<file path="src/rtl/riscv_boot_loader.sv">
// Boot loader: receives a byte stream (16-bit word count + little-endian words),
// writes instruction memory, then holds the core in reset before releasing it.
module riscv_boot_loader #(
    parameter int ADDR_W      = 8,
    parameter int HOLD_CYCLES = 4
) (
    input  logic              clk,
    input  logic              reset_n,
    input  logic              rx_valid,
    input  logic [7:0]        rx_data,
    output logic              rx_ready,
    output logic              imem_we,
    output logic [ADDR_W-1:0] imem_addr,
    output logic [31:0]       imem_wdata,
    output logic              core_reset_n,
    output logic              boot_done,
    output logic              boot_err
);

    localparam logic [16:0] DEPTH_EXT = 17'(1) << ADDR_W;
    localparam logic [7:0]  HOLD_LAST = 8'(HOLD_CYCLES - 1);

    typedef enum logic [2:0] {
        S_HDR0,
        S_HDR1,
        S_LOAD,
        S_HOLD,
        S_RUN,
        S_ERR
    } state_t;

    state_t            r_state;
    state_t            w_state_next;

    logic [7:0]        r_n_lo;
    logic [ADDR_W-1:0] r_last_idx;
    logic [ADDR_W-1:0] r_idx;
    logic [1:0]        r_byte_cnt;
    logic [23:0]       r_word;
    logic [7:0]        r_hold_cnt;
    logic              r_rx_ready;
    logic              r_imem_we;
    logic [ADDR_W-1:0] r_imem_addr;
    logic [31:0]       r_imem_wdata;
    logic              r_core_rst_n;
    logic              r_boot_done;
    logic              r_boot_err;

    logic [7:0]        w_n_lo_next;
    logic [ADDR_W-1:0] w_last_idx_next;
    logic [ADDR_W-1:0] w_idx_next;
    logic [1:0]        w_byte_cnt_next;
    logic [23:0]       w_word_next;
    logic [7:0]        w_hold_cnt_next;
    logic              w_we_next;
    logic [ADDR_W-1:0] w_addr_next;
    logic [31:0]       w_wdata_next;
    logic              w_rx_ready_next;

    logic              w_xfer;
    logic [16:0]       w_n_ext;

    assign w_xfer  = rx_valid & r_rx_ready;
    assign w_n_ext = {1'b0, rx_data, r_n_lo};

    always_ff @(posedge clk or negedge reset_n) begin
        if (!reset_n) begin
            r_state <= S_HDR0;
        end else begin
            r_state <= w_state_next;
        end
    end

    always_comb begin
        w_state_next    = r_state;
        w_n_lo_next     = r_n_lo;
        w_last_idx_next = r_last_idx;
        w_idx_next      = r_idx;
        w_byte_cnt_next = r_byte_cnt;
        w_word_next     = r_word;
        w_hold_cnt_next = r_hold_cnt;
        w_we_next       = 1'b0;
        w_addr_next     = r_imem_addr;
        w_wdata_next    = r_imem_wdata;

        case (r_state)
            S_HDR0: begin
                if (w_xfer) begin
                    w_n_lo_next  = rx_data;
                    w_state_next = S_HDR1;
                end
            end
            S_HDR1: begin
                if (w_xfer) begin
                    if (w_n_ext == 17'd0) begin
                        w_state_next = S_HOLD;
                    end else if (w_n_ext > DEPTH_EXT) begin
                        w_state_next = S_ERR;
                    end else begin
                        w_state_next    = S_LOAD;
                        w_last_idx_next = ADDR_W'(w_n_ext - 17'd1);
                        w_idx_next      = '0;
                    end
                end
            end
            S_LOAD: begin
                // The write cycle doubles as the bubble: no byte can arrive in it.
                if (r_imem_we) begin
                    if (r_idx == r_last_idx) begin
                        w_state_next = S_HOLD;
                    end else begin
                        w_idx_next = r_idx + 1'b1;
                    end
                end else if (w_xfer) begin
                    w_byte_cnt_next = r_byte_cnt + 2'd1;
                    case (r_byte_cnt)
                        2'd0:    w_word_next[7:0]   = rx_data;
                        2'd1:    w_word_next[15:8]  = rx_data;
                        2'd2:    w_word_next[23:16] = rx_data;
                        default: begin
                            w_we_next    = 1'b1;
                            w_addr_next  = r_idx;
                            w_wdata_next = {rx_data, r_word};
                        end
                    endcase
                end
            end
            S_HOLD: begin
                if (r_hold_cnt == HOLD_LAST) begin
                    w_state_next = S_RUN;
                end else begin
                    w_hold_cnt_next = r_hold_cnt + 8'd1;
                end
            end
            S_RUN:   w_state_next = S_RUN;
            S_ERR:   w_state_next = S_ERR;
            default: w_state_next = S_HDR0;
        endcase

        w_rx_ready_next = ((w_state_next == S_HDR0) || (w_state_next == S_HDR1) ||
                           (w_state_next == S_LOAD)) && !w_we_next;
    end

    always_ff @(posedge clk or negedge reset_n) begin
        if (!reset_n) begin
            r_n_lo       <= '0;
            r_last_idx   <= '0;
            r_idx        <= '0;
            r_byte_cnt   <= '0;
            r_word       <= '0;
            r_hold_cnt   <= '0;
            r_rx_ready   <= 1'b0;
            r_imem_we    <= 1'b0;
            r_imem_addr  <= '0;
            r_imem_wdata <= '0;
            r_core_rst_n <= 1'b0;
            r_boot_done  <= 1'b0;
            r_boot_err   <= 1'b0;
        end else begin
            r_n_lo       <= w_n_lo_next;
            r_last_idx   <= w_last_idx_next;
            r_idx        <= w_idx_next;
            r_byte_cnt   <= w_byte_cnt_next;
            r_word       <= w_word_next;
            r_hold_cnt   <= w_hold_cnt_next;
            r_rx_ready   <= w_rx_ready_next;
            r_imem_we    <= w_we_next;
            r_imem_addr  <= w_addr_next;
            r_imem_wdata <= w_wdata_next;
            r_core_rst_n <= (w_state_next == S_RUN);
            r_boot_done  <= (w_state_next == S_RUN);
            r_boot_err   <= (w_state_next == S_ERR);
        end
    end

    assign rx_ready     = r_rx_ready;
    assign imem_we      = r_imem_we;
    assign imem_addr    = r_imem_addr;
    assign imem_wdata   = r_imem_wdata;
    assign core_reset_n = r_core_rst_n;
    assign boot_done    = r_boot_done;
    assign boot_err     = r_boot_err;

endmodule

</file>
<file path="config.mk">
export PLATFORM = sky130hd
export DESIGN_NAME = riscv_boot_loader
export DESIGN_NICKNAME = d
export VERILOG_FILES = /design/src/rtl/riscv_boot_loader.sv
export SDC_FILE = /design/constraint.sdc
export NUM_CORES = 1
export LEC_CHECK = 0
export BUFFER_PORTS_ARGS = -buffer_cell sky130_fd_sc_hd__buf_2
export CAP_MARGIN = 25
export CELL_PAD_IN_SITES_DETAIL_PLACEMENT = 1
export CELL_PAD_IN_SITES_GLOBAL_PLACEMENT = 2
export CORE_MARGIN = 5
export CORE_UTILIZATION = 30
export CTS_CLUSTER_SIZE = 28
export DETAILED_ROUTE_END_ITERATION = 8
export GPL_ROUTABILITY_DRIVEN = 0
export PLACE_DENSITY = 0.64
export SETUP_SLACK_MARGIN = 0.15
export SYNTH_ARGS = -nofsm -noshare
export SYNTH_HDL_FRONTEND = slang
export SYNTH_SLANG_ARGS = --single-unit
</file>
<file path="constraint.sdc">
create_clock -name clk -period 3.05 [get_ports clk]
set_input_delay 0.305 -clock clk [delete_from_list [all_inputs] [get_ports clk]]
set_output_delay 0.305 -clock clk [all_outputs]
set_load 0.05 [all_outputs]
</file>
# [Word level (Yosys, flattened, before mapping)]
# Index checks and enable logic that the tools add are counted.
[totals] ff_bits=105 input_bits=11 output_inout_bits=45
[op_classes] n_addsub=4 n_lt_le_gt_ge=1 n_eq_ne=18 muxes=18 bitwise_logic=6 n_reduce_logical=19
[ops] op="$mux 8" count=5
[ops] op="$mux 3" count=7
[ops] op="$reduce_and 4->1" count=5
[ops] op="$pmux 3 s6" count=1
[ops] op="$logic_not 17->1" count=1
[ops] op="$add 8x1->8 const B" count=2
[ops] op="$gt 16x9->1 const B" count=1
[ops] op="$pmux 8 s2" count=1
[ops] op="$eq 3x3->1 const B" count=4
[ops] op="$ne 2x2->1 const B" count=5
[ops] op="$eq 3x2->1 const B" count=3
[ops] op="$eq 8x2->1 const B" count=1
[ops] op="$eq 8x8->1" count=1
[ops] op="$sub 8x1->8 const B" count=1
[ops] op="$eq 3x1->1 const B" count=2
[ops] op="$logic_not 3->1" count=2
[ops] op="$reduce_and 6->1" count=1
[ops] op="$not 1->1" count=5
[ops] op="$mux 1" count=4
[ops] op="$reduce_and 2->1" count=2
[ops] op="$reduce_and 3->1" count=1
[ops] op="$reduce_or 3->1" count=1
[ops] op="$add 2x1->2 const B" count=1
[ops] op="$eq 2x1->1 const B" count=1
[ops] op="other kinds (7)" count=8

# [Depth between registers and ports, before layout]
# Gate-level depths: netlist of the first run.
[depth] word_depth=9 ltp_mapped=8 depth_no_buf=7

# [Least setup slack after synthesis of the first run]
# OpenSTA, ideal clock, no wires.
[synth_timing] path_type="flip-flop to flip-flop" from="reg r_rx_ready, in the netlist rx_ready" to="reg r_last_idx[0]" setup_ns=0.125 arrival_ns=2.247 t_required_ns=2.925 path_slack_ns=0.678 stages_incl_launch_ff=6 path_buffers=1 path_cell_list="dfrtp_1 > nand2_1 > or4b_2 > buf_1 > nor2_2 > mux2_2"
[synth_between] elab_chain_len=2
[synth_lines] item="start, declared" line_no="41" text="logic r_rx_ready;"
[synth_lines] item="start signal, assigned" line_no="166" text="r_rx_ready <= w_rx_ready_next;"
[synth_lines] item="$and 1x1->1" line_no="63" text="assign w_xfer = rx_valid & r_rx_ready;"
[synth_lines] item="$reduce_and 4->1 (no line)"
[synth_lines] item="end signal, assigned" line_no="161" text="r_last_idx <= w_last_idx_next;"
[synth_lines] item="end, declared" line_no="36" text="logic [ADDR_W-1:0] r_last_idx;"
# Every way passes these cells.
# A chain may end at the register's enable or synchronous reset.

# [Worst setup path in the final report of the first run]
[layout_timing] from="reg r_state[1]" to="reg r_imem_wdata[23], in the netlist imem_wdata[23]"
[layout_between] elab_chain_len=2
[layout_lines] item="start, declared" line_no="32" text="state_t r_state;"
[layout_lines] item="start signal, assigned" line_no="70" text="r_state <= w_state_next;"
[layout_lines] item="$eq 3x2->1" line_no="86" text="case (r_state)"
[layout_lines] item="$reduce_and 4->1 (no line)"
[layout_lines] item="end signal, assigned" line_no="169" text="r_imem_wdata <= w_wdata_next;"
[layout_lines] item="end, declared" line_no="44" text="logic [31:0] r_imem_wdata;"
# Every way passes these cells.

==> results of run 1 <==
==> cell type report <==
cell class	count	area (um2)	share of cell area
sequential	105	2628	0.4879
inverter	8	30.03	0.005576
tap	188	235.2	0.04368
clock buffer	10	239.0	0.04438
multi-input combinational	209	1861	0.3455
clock inverter	6	55.05	0.01022
timing repair buffer	61	337.8	0.06273
==> routing by layer <==
layer,global-route usage,up-vias,part of all wire
met5,0,-,0
met4,0.03657,0,0.013
met3,0.04909,9,0.055
met2,0.1941,47,0.48
met1,0.1526,1395,0.45
li1,-,1311,-
==> how the worst max path moves through the flow <==
stage | cells after the start | to | start | slack, ns
6_report | 6 | imem_wdata[23] | r_state[1] | 0.48
5_1_grt | 6 | imem_wdata[22] | r_state[1] | 0.26
4_1_cts | 6 | imem_wdata[17] | r_state[1] | 0.42
3_5_place_dp | 6 | imem_wdata[17] | r_state[1] | 0.42
3_3_place_gp | 5 | r_idx[4] | r_n_lo[4] | 0.53
2_1_floorplan | 5 | r_last_idx[0] | rx_ready | 0.68
==> sequential cells by signal (all words and copies together) (netlist names) <==
register	count
imem_wdata	32
boot_err	1
r_last_idx	8
imem_addr	8
rx_ready	1
r_hold_cnt	8
r_idx	8
r_byte_cnt	2
imem_we	1
r_word	24
boot_done	1
r_state	3
r_n_lo	8
==> placed cells by master, fill, tap and decap left out, types with 3 or more instances in the layout <==
cell type	synthesis	final
buf_4	1	5
nand4_1	4	4
nor2_1	7	7
clkbuf_16	0	9
inv_1	7	7
mux2_2	79	79
xor2_1	8	8
or3_1	3	3
and3_1	3	3
o21ai_0	7	7
nor4_1	3	3
buf_2	3	54
ha_1	8	8
xnor2_1	15	15
nor3_1	6	6
a211o_1	3	3
dfrtp_1	105	105
nand3b_1	4	4
nand3_1	6	6
nand2_1	18	18
==> metrics by stage <==
stage               cells  hold slack, ns  instance area (um2)  setup slack (ns)  utilization
floorplan             332        0.009409                 4572            0.6782            -
global placement      570          0.3796                 5081            0.5295       0.3367
detailed placement    570          0.3923                 5081            0.4197       0.3367
CTS                   587          0.2758                 5385            0.4230       0.3569
global route          587          0.2711                 5385            0.2580       0.3569
finish                587          0.2840                 5385            0.4772       0.3569
==> cells by family (layout without fill, tap and decap cells) <==
logic type,after synthesis,count (layout)
XOR/XNOR,23,23
AND/OR/NAND/NOR,73,73
adder cells (fa/ha/maj),8,8
AO/OA/AOI/OAI,25,25
flip-flops,105,105
multiplexers,80,80
buffers and inverters,18,85
==> what timing repair did <==
item	in CTS	in global routing
hold endpoints to repair	16	0
hold buffers	1	0
setup endpoints to repair	0	0
==> critical path, stage by stage (launching register included) <==
cell and delay [ns]:
dfrtp_1 0.49, inv_1 0.13, or3_1 0.54, nor3_4 0.30, nand2_1 0.30, inv_2 0.33
mux2_2 0.37
==> power by group through the flow <==
| stage | Clock (mW) | Sequential, mW | Combinational (mW) |
|---|---|---|---|
| after floorplan | 0 | 3.11 | 0.868 |
| after global placement | 0 | 2.23 | 2.29 |
| after detailed placement | 0 | 2.25 | 2.33 |
| after CTS | 1.19 | 2.23 | 2.34 |
| after global routing | 1.25 | 2.29 | 2.47 |
| final | 1.14 | 2.22 | 2.30 |
==> impl_metrics.ini, run 1 <==
[run_status]
status = completed

[routing]
vias_per_cell = 4.705
drt-initial-drc-count = 127
drc = 0
vias = 2762
first_pass_iters = 4
wirelength_um = 10090
ant_nets = 0
wire_per_inst_um = 17.19

[pwr]
powerDensity_mw_per_mm2 = 1051
clockPowerShare = 0.202
leakage_nw = 2.461
combPwrFrac = 0.406
seqPwrFrac = 0.392
internal_power_mw = 3.286
p_total_mw = 5.658
p_sw_mw = 2.372
swShare = 0.4192
ir_worst_vdd_uv = 643.2

[grt]
grt_pass1_wl_um = 16950
grt.total_usage = 0.1218
grt_antenna_before_repair = 0
grt_pass1_vias = 3118
gr-total-overflow = 0
grt_max_degree = 56

[logic_synthesis]
synth_compound_area_frac = 0.04570
synth_top_area_share = 0.5747
synth_xor_area_frac = 0.04406
synthMuxAreaShare = 0.1968
synth-seq-cells = 105
yosysUniqueCellTypes = 50
ys_warn_count = 0
async_flop_share = 1.000
synth_edf_count = 0
synthTopCellsByCount = dfrtp_1 (105), mux2_2 (79), nand2_1 (18)
synth_area_per_cell_um2 = 13.77
synth_top_family_by_area = multiplexers
yosysMostFrequentCell = dfrtp_1
yosysSeqAreaShare = 0.5747
syn_inst = 332
synthesis.nets = 351
synth_adder_area_share = 0.02189
synthesis.area_mm2 = 0.004572
synth_area_leaders = dfrtp_1 (57%), mux2_2 (19%), xnor2_1 (2.9%), ha_1 (2.2%), xor2_1 (1.5%)
synth_area_leader_cell = dfrtp_1
yosys.area_share.simple = 0.09852
ys.flop_type = dfrtp_1

[hold_path]
hold_end = r_n_lo[1]
min_from = rx_data[1]
min_path_type = in2reg
holdPathStages = 3

[die]
initial_utilization = 0.3030
ioPinCount = 56
fp.dieArea_mm2 = 0.01781
rows = 45
dieWidth_um = 133.5
fp.coreArea_mm2 = 0.01509
die_h_um = 133.5

[setup_path]
cp-end-kind = flop
critPathKind = reg2reg
r2r_cells = 6
r2r_start = r_state[1]
cp_max_fo = 10
r2r_end = imem_wdata[23]
crit_path_start_kind = flop
cp.required_ns = 3.29
rrSetupSlack_ns = 0.48
cp.arrival_ns = 2.81

[cells_and_area]
finalNetCount = 413
fill_cells = 1620
antennaDiodeCount = 0
syn2layout_area_growth_pct = 17.79
drive_gt1_frac = 0.4286

[sta]
hold_viol = 0
finalCritPeriodShare = 0.8435
fin_setup_tns_ns = 0
max_slew_margin = 0.5474
drv_slew = 0
tightest_slew_ns = 0.6789
fin_crit_ns = 2.573
rsz0062_at_grt = false
skew_ns = 0.01237
max_freq_ghz = 0.3887
finalSetupViolCount = 0

[place]
dpl.hpwl_um = 7160
numPortBuffers = 55

[clocking]
clk_pin_slew_ns = 0.07
postCtsSetupBuffers = 0
cts_resized = 0
numCtsBuffers = 9
root_buffer = clkbuf_16
worstSkewPairLatency_ns = 0.36
cts_tree = yes
h-tree-depth = 3
cts_sinks = 105
clock_path_buffers = 2

[job]
cap_violations = 0
No activity file was read; power rests on OpenSTA's default activity.
==> run 2: changes to the inputs <==
--- a/config.mk
+++ b/config.mk
@@ -5,6 +5,7 @@
 export SDC_FILE = /design/constraint.sdc
 export NUM_CORES = 1
 export LEC_CHECK = 0
+export ABC_AREA = 1
 export BUFFER_PORTS_ARGS = -buffer_cell sky130_fd_sc_hd__buf_2
 export CAP_MARGIN = 25
 export CELL_PAD_IN_SITES_DETAIL_PLACEMENT = 1
@@ -14,7 +15,7 @@
 export CTS_CLUSTER_SIZE = 28
 export DETAILED_ROUTE_END_ITERATION = 8
 export GPL_ROUTABILITY_DRIVEN = 0
-export PLACE_DENSITY = 0.64
+export PLACE_DENSITY = 0.7
 export SETUP_SLACK_MARGIN = 0.15
 export SYNTH_ARGS = -nofsm -noshare
 export SYNTH_HDL_FRONTEND = slang
==> constraint.sdc (replaced) <==
create_clock -name clk -period 2.39 [get_ports clk]
set_input_delay 0.239 -clock clk [delete_from_list [all_inputs] [get_ports clk]]
set_output_delay 0.239 -clock clk [all_outputs]
set_load 0.05 [all_outputs]
==> run 2 against run 1 <==
  * Wire length increased by 15%
  * Non-clock buffer count did not move
  * Setup slack improved by 0.13 ns
  * Fmax increased by 44%
  * Sequential share of layout area is 0.74 points lower
  * Cell count grew 35%
  * Combinational power decreased by 97%
  * Core utilization up 0.15 points
  * First-iteration DRC count up 10%
  * Clock power increased by 35%
==> impl_metrics.ini, run 2 <==
[logic_synthesis]
synthesis.area_mm2 = 0.004671
synth_adder_area_share = 0.02143
yosysUniqueCellTypes = 31
syn_inst = 521
synth_area_leaders = dfrtp_1 (56%), nand2_1 (16%), o21ai_0 (4.4%), inv_1 (3.1%), xor2_1 (2.3%)
yosys.area_share.simple = 0.2379
synthMuxAreaShare = 0
synth_top_family_by_area = simple AND/OR/NAND/NOR gates
synthTopCellsByCount = nand2_1 (196), dfrtp_1 (105), o21ai_0 (41)
synth_top_area_share = 0.5626
synth_xor_area_frac = 0.04125
yosysMostFrequentCell = nand2_1
synth_area_per_cell_um2 = 8.965
synth_compound_area_frac = 0.07902
async_flop_share = 1.000
synth-seq-cells = 105
yosysSeqAreaShare = 0.5626
synth_area_leader_cell = dfrtp_1
ys.flop_type = dfrtp_1
synth_edf_count = 0
synthesis.nets = 540
ys_warn_count = 0

[pwr]
leakage_nw = 2.862
p_sw_uw = 772.8
powerDensity_mw_per_mm2 = 620.1
clockPowerShare = 0.455
swShare = 0.2279
seqPwrFrac = 0.523
internal_power_mw = 2.618
combPwrFrac = 0.021
ir_worst_vdd_uv = 341.6

[clocking]
clk_pin_slew_ns = 0.08
worstSkewPairLatency_ns = 0.36
cts_tree = yes
numCtsBuffers = 9
root_buffer = clkbuf_16
cts_sinks = 105
h-tree-depth = 3
clock_path_buffers = 2
postCtsSetupBuffers = 0

[die]
rows = 45
fp.coreArea_mm2 = 0.01526
initial_utilization = 0.3061
fp.dieArea_mm2 = 0.01816
die_h_um = 134.8
ioPinCount = 56
dieWidth_um = 134.8

[setup_path]
crit_path_start_kind = flop
cp.required_ns = 2.62
cp_max_fo = 48
cp-end-kind = flop
cp.arrival_ns = 2.01
critPathKind = reg2reg

[sta]
worst_hold_slack_ns = 0.2437
tightest_slew_ns = 0.4956
rsz0062_at_grt = false
fin_crit_ns = 1.781
skew_ns = 0.008380
finalCritPeriodShare = 0.7454
finalSetupViolCount = 0
fin_setup_tns_ns = 0
hold_viol = 0
max_freq_ghz = 0.5613
drv_slew = 0
max_slew_margin = 0.6696

[routing]
ant_nets = 0
wire_per_inst_um = 14.66
first_pass_iters = 4
vias_per_cell = 4.401
wirelength_um = 11620
vias = 3490
drt-initial-drc-count = 140
drc = 0

[grt]
grt_pass1_vias = 3719
grt.total_usage = 0.1367
grt_max_degree = 54
grt_antenna_before_repair = 0
grt_pass1_wl_um = 19550
gr-total-overflow = 0

[cells_and_area]
layout_commonest_cell = nand2_1
syn2layout_area_growth_pct = 17.06
antennaDiodeCount = 0
layout_common_cells = nand2_1 (196), dfrtp_1 (105), buf_2 (54)
seqCellArea_mm2 = 0.002628
fill_cells = 1813
largest_reg_flops = 32
finalNetCount = 596
drive_gt1_frac = 0.1821
multi_input_area_mm2 = 0.001773

[place]
numPortBuffers = 55
dpl.hpwl_um = 8346

[job]
cap_violations = 0

[hold_path]
min_path_type = in2reg

[run_status]
status = completed
## run 2: metal layers
| metal | global-route usage | part of all wire | vias up |
|---|---|---|---|
| li1 | - | - | 1736 |
| met1 | 0.1853 | 0.49 | 1701 |
| met2 | 0.2190 | 0.47 | 46 |
| met3 | 0.03800 | 0.032 | 7 |
| met4 | 0.03054 | 0.0088 | 0 |
| met5 | 0 | 0 | - |
## run 2: final cells by class
| cell class | instances | area share |
|---|---|---|
| clock buffers | 10 | 0.04188 |
| flip-flops and latches | 105 | 0.4805 |
| repair buffers | 61 | 0.06178 |
| clock inverters | 6 | 0.01419 |
| multi-input cells | 359 | 0.3243 |
| inverters | 41 | 0.02906 |
| well taps | 211 | 0.04828 |
## run 2: per-stage QoR
stage	setup slack (ns)	area, um2	cells	power, mW	util
final	0.6085	5468	793	3.390	0.3583
after global routing	0.4583	5468	793	3.528	0.3583
after CTS	0.5882	5468	793	3.446	0.3583
after detailed placement	0.5970	5151	776	1.887	0.3376
after global placement	0.6739	5151	776	1.886	0.3376
after floorplan	0.5610	4671	521	1.820	-
## run 2: cell families (layout without fill, tap and decap cells)
group,after synthesis,in the layout
AO/OA/AOI/OAI,67,67
XOR/XNOR,22,22
adder cells (fa/ha/maj),8,8
buffers and inverters,57,118
flip-flops,105,105
AND/OR/NAND/NOR,262,262
## run 2: repair_timing
item	4_1_cts	5_1_grt
setup endpoints to repair	0	0
resized for setup	0	0
hold buffers	1	0
endpoints found under the hold margin	32	0
## run 2: worst max-delay path, stage by stage (launching register included)
cell and delay (ns):
dfrtp_1 0.43, nor3_2 0.25, nand2_2 0.13, nor2_8 0.20
nand2_4 0.12, buf_4 0.28, nand2_1 0.12, o21ai_1 0.07
## run 2: worst paths after layout
path	start	end	slack, ns	cells past startpoint
max	r_state[0]	imem_addr[5]	0.61	7
max in group asynchronous	reset_n	r_state[2]	1.33	3
min in group asynchronous	reset_n	r_hold_cnt[5]	0.38	2
min	rx_data[7]	imem_wdata[31]	0.24	3
min reg2reg	r_word[23]	imem_wdata[23]	0.47	2
max reg2reg	r_state[0]	imem_addr[5]	0.61	7
## run 2: power by group through the flow
stage | clock, mW | combinational, mW | sequential (mW)
finish | 1.54 | 0.0725 | 1.77
global route | 1.67 | 0.0859 | 1.77
CTS | 1.59 | 0.0786 | 1.77
detailed placement | 0 | 0.0773 | 1.81
global placement | 0 | 0.0757 | 1.81
floorplan | 0 | 0.00965 | 1.81
